[src/rtl/mips_muldiv_unit.sv]
// MIPS EX-stage iterative multiply/divide unit owning the HI/LO registers.
// Latency: MTHI/MTLO and divide-by-zero in 1 cycle, MULT/DIV results XLEN cycles after issue.
// Backpressure: busy blocks new issue; start while busy is ignored; flush aborts in-flight work.
module mips_muldiv_unit #(
  parameter int XLEN = 32
) (
  input  logic            clk,
  input  logic            rst,
  input  logic            start,
  input  logic [2:0]      op,
  input  logic [XLEN-1:0] a,
  input  logic [XLEN-1:0] b,
  input  logic            flush,
  output logic            busy,
  output logic            done,
  output logic            div_by_zero,
  output logic [XLEN-1:0] hi,
  output logic [XLEN-1:0] lo
);

  localparam int CW = $clog2(XLEN);

  typedef enum logic [1:0] {
    IDLE = 2'd0,
    MUL  = 2'd1,
    DIV  = 2'd2
  } state_t;

  state_t state, state_nxt;

  logic [CW-1:0]     cnt;
  logic [2*XLEN-1:0] acc;      // running product
  logic [2*XLEN-1:0] mcand;    // |a| shifted left one place per iteration
  logic [XLEN-1:0]   mplier;   // |b| shifted right one place per iteration
  logic [XLEN-1:0]   quo;      // dividend bits shift out as quotient bits shift in
  logic [XLEN-1:0]   rem;
  logic [XLEN-1:0]   dvs;
  logic              res_neg;  // product / quotient must be negated
  logic              rem_neg;  // remainder takes the sign of the dividend

  // Issue decode and operand magnitudes; op[0]=0 marks the signed variants.
  logic            issue, last, is_signed, a_neg, b_neg, is_mul, is_div;
  logic [XLEN-1:0] abs_a, abs_b;

  always_comb begin
    issue     = (state == IDLE) && start && !flush;
    last      = (cnt == CW'(XLEN - 1));
    is_mul    = (op[2:1] == 2'b00);
    is_div    = (op[2:1] == 2'b01);
    is_signed = !op[0];
    a_neg     = is_signed && a[XLEN-1];
    b_neg     = is_signed && b[XLEN-1];
    abs_a     = a_neg ? (~a + XLEN'(1)) : a;
    abs_b     = b_neg ? (~b + XLEN'(1)) : b;
  end

  // One shift-add step and one restoring-divide step, plus sign fix-up of the final values.
  logic [2*XLEN-1:0] acc_nxt, mul_res;
  logic [XLEN:0]     shifted, diff;
  logic [XLEN-1:0]   rem_nxt, quo_nxt, q_res, r_res;

  always_comb begin
    acc_nxt = acc + (mplier[0] ? mcand : '0);
    mul_res = res_neg ? (~acc_nxt + (2*XLEN)'(1)) : acc_nxt;
    shifted = {rem, quo[XLEN-1]};
    diff    = shifted - {1'b0, dvs};
    rem_nxt = diff[XLEN] ? shifted[XLEN-1:0] : diff[XLEN-1:0];
    quo_nxt = {quo[XLEN-2:0], !diff[XLEN]};
    q_res   = res_neg ? (~quo_nxt + XLEN'(1)) : quo_nxt;
    r_res   = rem_neg ? (~rem_nxt + XLEN'(1)) : rem_nxt;
  end

  // Next-state: issue from IDLE, leave MUL/DIV on the last iteration or on flush.
  always_comb begin
    state_nxt = state;
    case (state)
      IDLE: begin
        if (issue && is_mul) state_nxt = MUL;
        else if (issue && is_div && (b != '0)) state_nxt = DIV;
      end
      MUL, DIV: begin
        if (flush || last) state_nxt = IDLE;
      end
      default: state_nxt = IDLE;
    endcase
  end

  // State register; busy is registered from the next state so it drops with done.
  always_ff @(posedge clk or posedge rst) begin
    if (rst) begin
      state <= IDLE;
      busy  <= 1'b0;
    end else begin
      state <= state_nxt;
      busy  <= (state_nxt != IDLE);
    end
  end

  // Datapath: operand latch on issue, one iteration per edge, HI/LO writeback and pulses.
  always_ff @(posedge clk or posedge rst) begin
    if (rst) begin
      cnt         <= '0;
      acc         <= '0;
      mcand       <= '0;
      mplier      <= '0;
      quo         <= '0;
      rem         <= '0;
      dvs         <= '0;
      res_neg     <= 1'b0;
      rem_neg     <= 1'b0;
      hi          <= '0;
      lo          <= '0;
      done        <= 1'b0;
      div_by_zero <= 1'b0;
    end else begin
      done        <= 1'b0;
      div_by_zero <= 1'b0;
      case (state)
        IDLE: begin
          if (issue) begin
            cnt     <= '0;
            acc     <= '0;
            mcand   <= {{XLEN{1'b0}}, abs_a};
            mplier  <= abs_b;
            quo     <= abs_a;
            rem     <= '0;
            dvs     <= abs_b;
            res_neg <= a_neg ^ b_neg;
            rem_neg <= a_neg;
            if (op == 3'b100) hi <= a;
            if (op == 3'b101) lo <= a;
            if (is_div && (b == '0)) begin
              done        <= 1'b1;
              div_by_zero <= 1'b1;
            end
          end
        end
        MUL: begin
          if (!flush) begin
            acc    <= acc_nxt;
            mcand  <= mcand << 1;
            mplier <= mplier >> 1;
            cnt    <= cnt + CW'(1);
            if (last) begin
              {hi, lo} <= mul_res;
              done     <= 1'b1;
            end
          end
        end
        DIV: begin
          if (!flush) begin
            rem <= rem_nxt;
            quo <= quo_nxt;
            cnt <= cnt + CW'(1);
            if (last) begin
              hi   <= r_res;
              lo   <= q_res;
              done <= 1'b1;
            end
          end
        end
        default: ;
      endcase
    end
  end

endmodule

[config.mk]
export PLATFORM = sky130hd
export DESIGN_NAME = mips_muldiv_unit
export DESIGN_NICKNAME = d
export VERILOG_FILES = /design/src/rtl/mips_muldiv_unit.sv
export SDC_FILE = /design/constraint.sdc
export NUM_CORES = 1
export LEC_CHECK = 0
export ABC_AREA = 1
export BUFFER_PORTS_ARGS = -buffer_cell sky130_fd_sc_hd__clkbuf_2
export CORE_MARGIN = 2
export CORE_UTILIZATION = 45
export DETAILED_ROUTE_END_ITERATION = 16
export PLACE_DENSITY = 0.71
export SYNTH_ARGS = -nofsm -noshare
export SYNTH_HDL_FRONTEND = slang
export SYNTH_SLANG_ARGS = --single-unit
[constraint.sdc]
create_clock -name clk -period 13.3 [get_ports clk]
set_clock_uncertainty 0.15 [all_clocks]
set_input_delay 0 -clock clk [delete_from_list [all_inputs] [get_ports clk]]
set_output_delay 0 -clock clk [all_outputs]
set_load 0.02 [all_outputs]
* Word-level counts from Yosys, hierarchy flattened
Cells that the tools add are included.
** Storage, ports and cells
- Bits of input ports :: 71
- Register bits :: 332
- Word-level logic and storage cells :: 120
- Output and inout bits :: 67
** Operators by class
- Bitwise gates (word level) :: 6
- Multiplexer cells :: 49
- Reductions and logical operators :: 28
- Add/subtract/negate cells :: 8
- Equal/unequal tests :: 14
** Operators by type and width (number)
- $mux W32 :: 23
- $mux W64 :: 6
- $pmux W64 S2 :: 2
- $pmux W32 S2 :: 3
- $pmux W32 S3 :: 2
- $add A32 B1 Y32 const B :: 4
- $not A32 Y32 :: 4
- $add A64 B1 Y64 const B :: 1
- $add A64 B64 Y64 :: 1
- $not A64 Y64 :: 1
- $sub A33 B32 Y33 :: 1
- $logic_not A32 Y1 :: 1
- $reduce_bool A32 Y1 :: 1
- $reduce_and A7 Y1 :: 2
- $ne A2 B2 Y1 const B :: 6
- $mux W5 :: 2
- $pmux W5 S2 :: 1
- $reduce_and A3 Y1 :: 3
- $logic_and A1 B1 Y1 :: 8
- $reduce_bool A2 Y1 :: 4
- $eq A3 B3 Y1 const B :: 2
- $mux W2 :: 3
- $add A5 B1 Y5 const B :: 1
- $eq A5 B5 Y1 const B :: 1
- other kinds (13) :: 22

* Depth between registers and ports, before layout
- Word-level depth :: 9
- Mapped depth :: 33
- Depth with buffers taken out :: 31

* Least setup slack after synthesis
OpenSTA, ideal clock, no wires.
- Kind :: reg2reg
- Start :: register quo[31]
- End :: register lo[28]
- Cell stages (with the launch flop) :: 33
- Setup time :: 0.077 ns
- Path buffers :: 2
- Arrival :: 4.050 ns
- Required time :: 13.073 ns
- Slack :: 9.022 ns
- Period minus slack after synthesis :: 4.278 ns
- Cell sequence :: dfrtp_1 inv_1 ha_1 inv_1 fa_1 nand2_1 nand2_1 nand3_1 nand2_2 nand2_2 nand2_4 nand2_4 nand3_4 nand2_4 buf_8 buf_6 ha_1 nand4_1 nor3_1 nand2_1 nor3_2 nand2_1 nor3_2 nand3_1 nor2_1 nand3_1 nand2_1 o21ai_1 nand2_1 nand2_1 o21ai_0 nand2_1 a21oi_1
** On the way
- Cells in the longest elaborated chain, start to end :: 8
** RTL lines
- start: declaration :: RTL line 35 : logic [XLEN-1:0] quo;
- start signal: assignment :: RTL line 125 : quo <= abs_a;
- start signal: assignment :: RTL line 153 : quo <= quo_nxt;
- $sub A33 B32 Y33 :: RTL line 66 : diff = shifted - {1'b0, dvs};
- $logic_not A1 Y1 :: RTL line 68 : quo_nxt = {quo[XLEN-2:0], !diff[XLEN]};
- $not A32 Y32 :: RTL line 69 : q_res = res_neg ? (~quo_nxt + XLEN'(1)) : quo_nxt;
- $add A32 B1 Y32 :: RTL line 69
- $mux W32 :: RTL line 69
- $mux W32 :: RTL line 155 : if (last) begin
- $mux W32 :: RTL line 151 : if (!flush) begin
- $pmux W32 S3 :: RTL line 118 : case (state)
- end signal: assignment :: RTL line 145 : {hi, lo} <= mul_res;
- end signal: assignment :: RTL line 157 : lo <= q_res;
- end: declaration :: RTL line 18 : output logic [XLEN-1:0] lo
Every way passes these cells. The select of a mux whose other input is x is not followed.
A chain may end at the register's enable or synchronous reset.

* Worst setup path after layout
Same ends and word-level chain as after synthesis.

==> flow_summary.ini <==
[run_status]
status = finished, final reports clean

[critical_path]
r2r-start = quo[31]
end_kind = flip-flop
max_stage_delay_ps = 420
worstPathMaxFanout = 37
rr_endpoint = lo[28]
critPathLaunchType = flip-flop
crit_top_cell = nand2_1
path_class = flip-flop to flip-flop
reg2reg_depth = 30
crit_arrival_ps = 5620
reg2reg_slack_ps = 8060
crit_required_ps = 13680
cp_slowest_cell = nand2_4

[drt]
dr_total_vias = 31760
ant_nets = 0
vias_per_cell = 5.466
dr_wl_met3_um = 10520
drt_first_pass_iters = 9
topRoutingLayerUsed = met5
wirelength_um = 107800
wl_per_cell_um = 18.56
drtIter0Drc = 3711
drc = 0
wl_met1_um = 45310
wl_met2_um = 46700

[synth]
netlist_area_sq_um = 28870
yosysMostFrequentCell = nand2_1
synth_edf_count = 0
synth_top_family_by_area = simple AND/OR/NAND/NOR gates
synthTopCellsByCount = nand2_1, inv_1, nor2_1
synthFlopType = dfrtp_1
synth-seq-cells = 332
synthMuxAreaShare = 0
yosysUniqueCellTypes = 57
async_flop_share = 1.000
synthCells = 4766
synth_top_area_cell = dfrtp_1
avgSynthCellArea_sq_um = 6.057
synth_top_cell_area_share = 0.2878
synth_area_leaders = dfrtp_1, nand2_1, inv_1, nor2_1, nand3_1
synthSimpleGateAreaFrac = 0.3860
synth_compound_area_frac = 0.1350
synth_fa_ha_area_frac = 0.04733
seq_area_frac_synth = 0.2878
synthXorXnorAreaFrac = 0.02215
synth_fp_nets = 4945
synth_warnings = 0

[placement]
io_buffers = 137
dp_slack_ps = 8201
finalWeightedCongestion = 1.009
hpwl_um = 81520

[floorplanning]
die_area_sq_um = 66190
core.rowCount = 92
fp.dieW_um = 257.3
io_pins = 138
core-area_sq_um = 63200
start_util = 0.4568
die_h_um = 257.3

[timing]
slew_headroom = 0.2298
setup_viol = 0
worstMarginPinSlew_ps = 1155
final_max_slew_viol_count = 0
rsz0062_at_grt = no
holdWs_ps = 122.3
hold_violations = 0
layout_setup_ws_ps = 8063
fin_tns_setup_ps = 0
final.min_clock_period_ps = 5237
fmax_ghz = 0.1910
fin_crit_sh = 0.3937

[hold_path]
hold_path_class = input port to flip-flop
hold_path.startpoint = a[3]
hold_end = lo[3]
min_path_cells = 4

[pwr]
p_int_mw = 3.141
netSwitchingFraction = 0.5086
power_leakage_nw = 18.13
seqPwrFrac = 0.256
p_sw_mw = 3.250
pwr-share-clk = 0.203
peakVddDrop_v = 0.0001477
p_per_area_nw_per_um2 = 194.8
p_comb_frac = 0.541

[clock_tree]
tritoncts = yes
cts_buffer_depth = 3
clock_sinks = 332
clk_latency_ps = 620
cts_buffers = 43
ctsResizeCount = 0
cts_root_buf = clkbuf_16
htreeDepth = 2
path_clk_slew_ps = 60

[global_routing]
grt_pass1_wl_um = 164600
track_usage = 0.3173
grt-ovfl-total = 0
grt_pass1_vias = 29110
antenna_found_initial = 6
grt_max_degree = 162

[finish]
nets = 5107
syn_to_final_growth_pct = 13.66
drive_above_1_share = 0.07658

[job]
maxCapViolCount = 0
==> power groups by stage <==
stage | combinational (mW) | sequential [mW] | clock (mW)
2_1_floorplan | 2.34 | 1.62 | 0
3_3_place_gp | 3.29 | 1.62 | 0
3_5_place_dp | 3.34 | 1.62 | 0
4_1_cts | 3.38 | 1.61 | 1.31
5_1_grt | 3.81 | 1.66 | 1.35
6_report | 3.46 | 1.64 | 1.30
==> area by class of cell <==
cell class	instances	area, sq um
Antenna cell	2	5.005
Clock buffer	59	1246
Clock inverter	20	306.5
Fill cell	6387	30390
Inverter	771	2903
Multi-Input combinational cell	3520	17110
Sequential cell	332	8310
Tap cell	846	1059
Timing Repair Buffer	260	1872
==> per-stage QoR <==
step | cell area, sq um | power [mW] | std cells | utilization
floorplan | 28870 | 3.959 | 4766 | -
finish | 32810 | 6.391 | 5810 | 0.5192
detailed placement | 30250 | 4.962 | 5629 | 0.4787
CTS | 32810 | 6.302 | 5808 | 0.5191
global route | 32810 | 6.815 | 5808 | 0.5191
global placement | 30250 | 4.917 | 5629 | 0.4787
==> worst max path at each step <==
stage / from / end / cells past startpoint
2_1_floorplan: rst / acc[0] / 1
3_3_place_gp: quo[31] / lo[28] / 30
3_5_place_dp: quo[31] / lo[28] / 30
4_1_cts: quo[31] / lo[28] / 30
5_1_grt: quo[31] / lo[28] / 30
6_report: quo[31] / lo[28] / 30
==> kinds of logic after synthesis <==
| kind of cell | count (synthesis) |
|---|---|
| AO/OA/AOI/OAI | 682 |
| XOR/XNOR | 73 |
| adder cells (fa/ha/maj) | 108 |
| buffers and inverters | 914 |
| flip-flops | 332 |
| AND/OR/NAND/NOR | 2657 |
==> cell usage in the layout, fill, tap and decap left out, types with 9 or more instances in the layout <==
| master | count |
|---|---|
| inv_2 | 10 |
| dfrtp_1 | 330 |
| a31oi_1 | 9 |
| clkbuf_16 | 43 |
| nand2_2 | 33 |
| nand3_1 | 306 |
| o21ai_0 | 294 |
| nor4_1 | 10 |
| nand3b_1 | 31 |
| a21oi_1 | 185 |
| o221ai_1 | 29 |
| inv_1 | 755 |
| or2_2 | 30 |
| clkbuf_8 | 11 |
| nor2_4 | 12 |
| dlygate4sd3_1 | 100 |
| nand2_1 | 1676 |
| o211ai_1 | 32 |
| o22ai_1 | 65 |
| buf_4 | 22 |
| xnor2_1 | 16 |
| ha_1 | 103 |
| nand4_1 | 40 |
| a21boi_1 | 10 |
| xor2_1 | 57 |
| o21bai_1 | 11 |
| nor2_2 | 17 |
| nor3_1 | 53 |
| nand2_4 | 10 |
| clkbuf_2 | 137 |
| nor2_1 | 414 |
==> registers in the layout, indices dropped and copies added, names as in the netlist, 2 cells and up <==
signal / flops
quo: 32
state: 2
acc: 64
rem: 32
cnt: 5
mcand: 64
mplier: 32
lo: 32
dvs: 32
hi: 32
==> per-layer routing <==
metal	global-route usage	vias up
met3	0.06255	267
met5	0	-
met2	0.4882	1549
li1	-	15360
met1	0.4304	14580
met4	0.1426	6
==> worst max-delay path: cells and delay by family (launching register included) <==
| kind | cells | cell delay (ps) |
|---|---|---|
| flops | 1 | 360 |
| compound gates | 3 | 450 |
| fa+ha+maj | 3 | 850 |
| simple gates | 22 | 3190 |
| buf+inv | 2 | 160 |
==> repair_timing <==
action / CTS / global route
buffers inserted: 0 / 0
endpoints found under the hold margin: 301 / 0
hold buffers: 100 / 0
(Power assumes the default switching activity.)
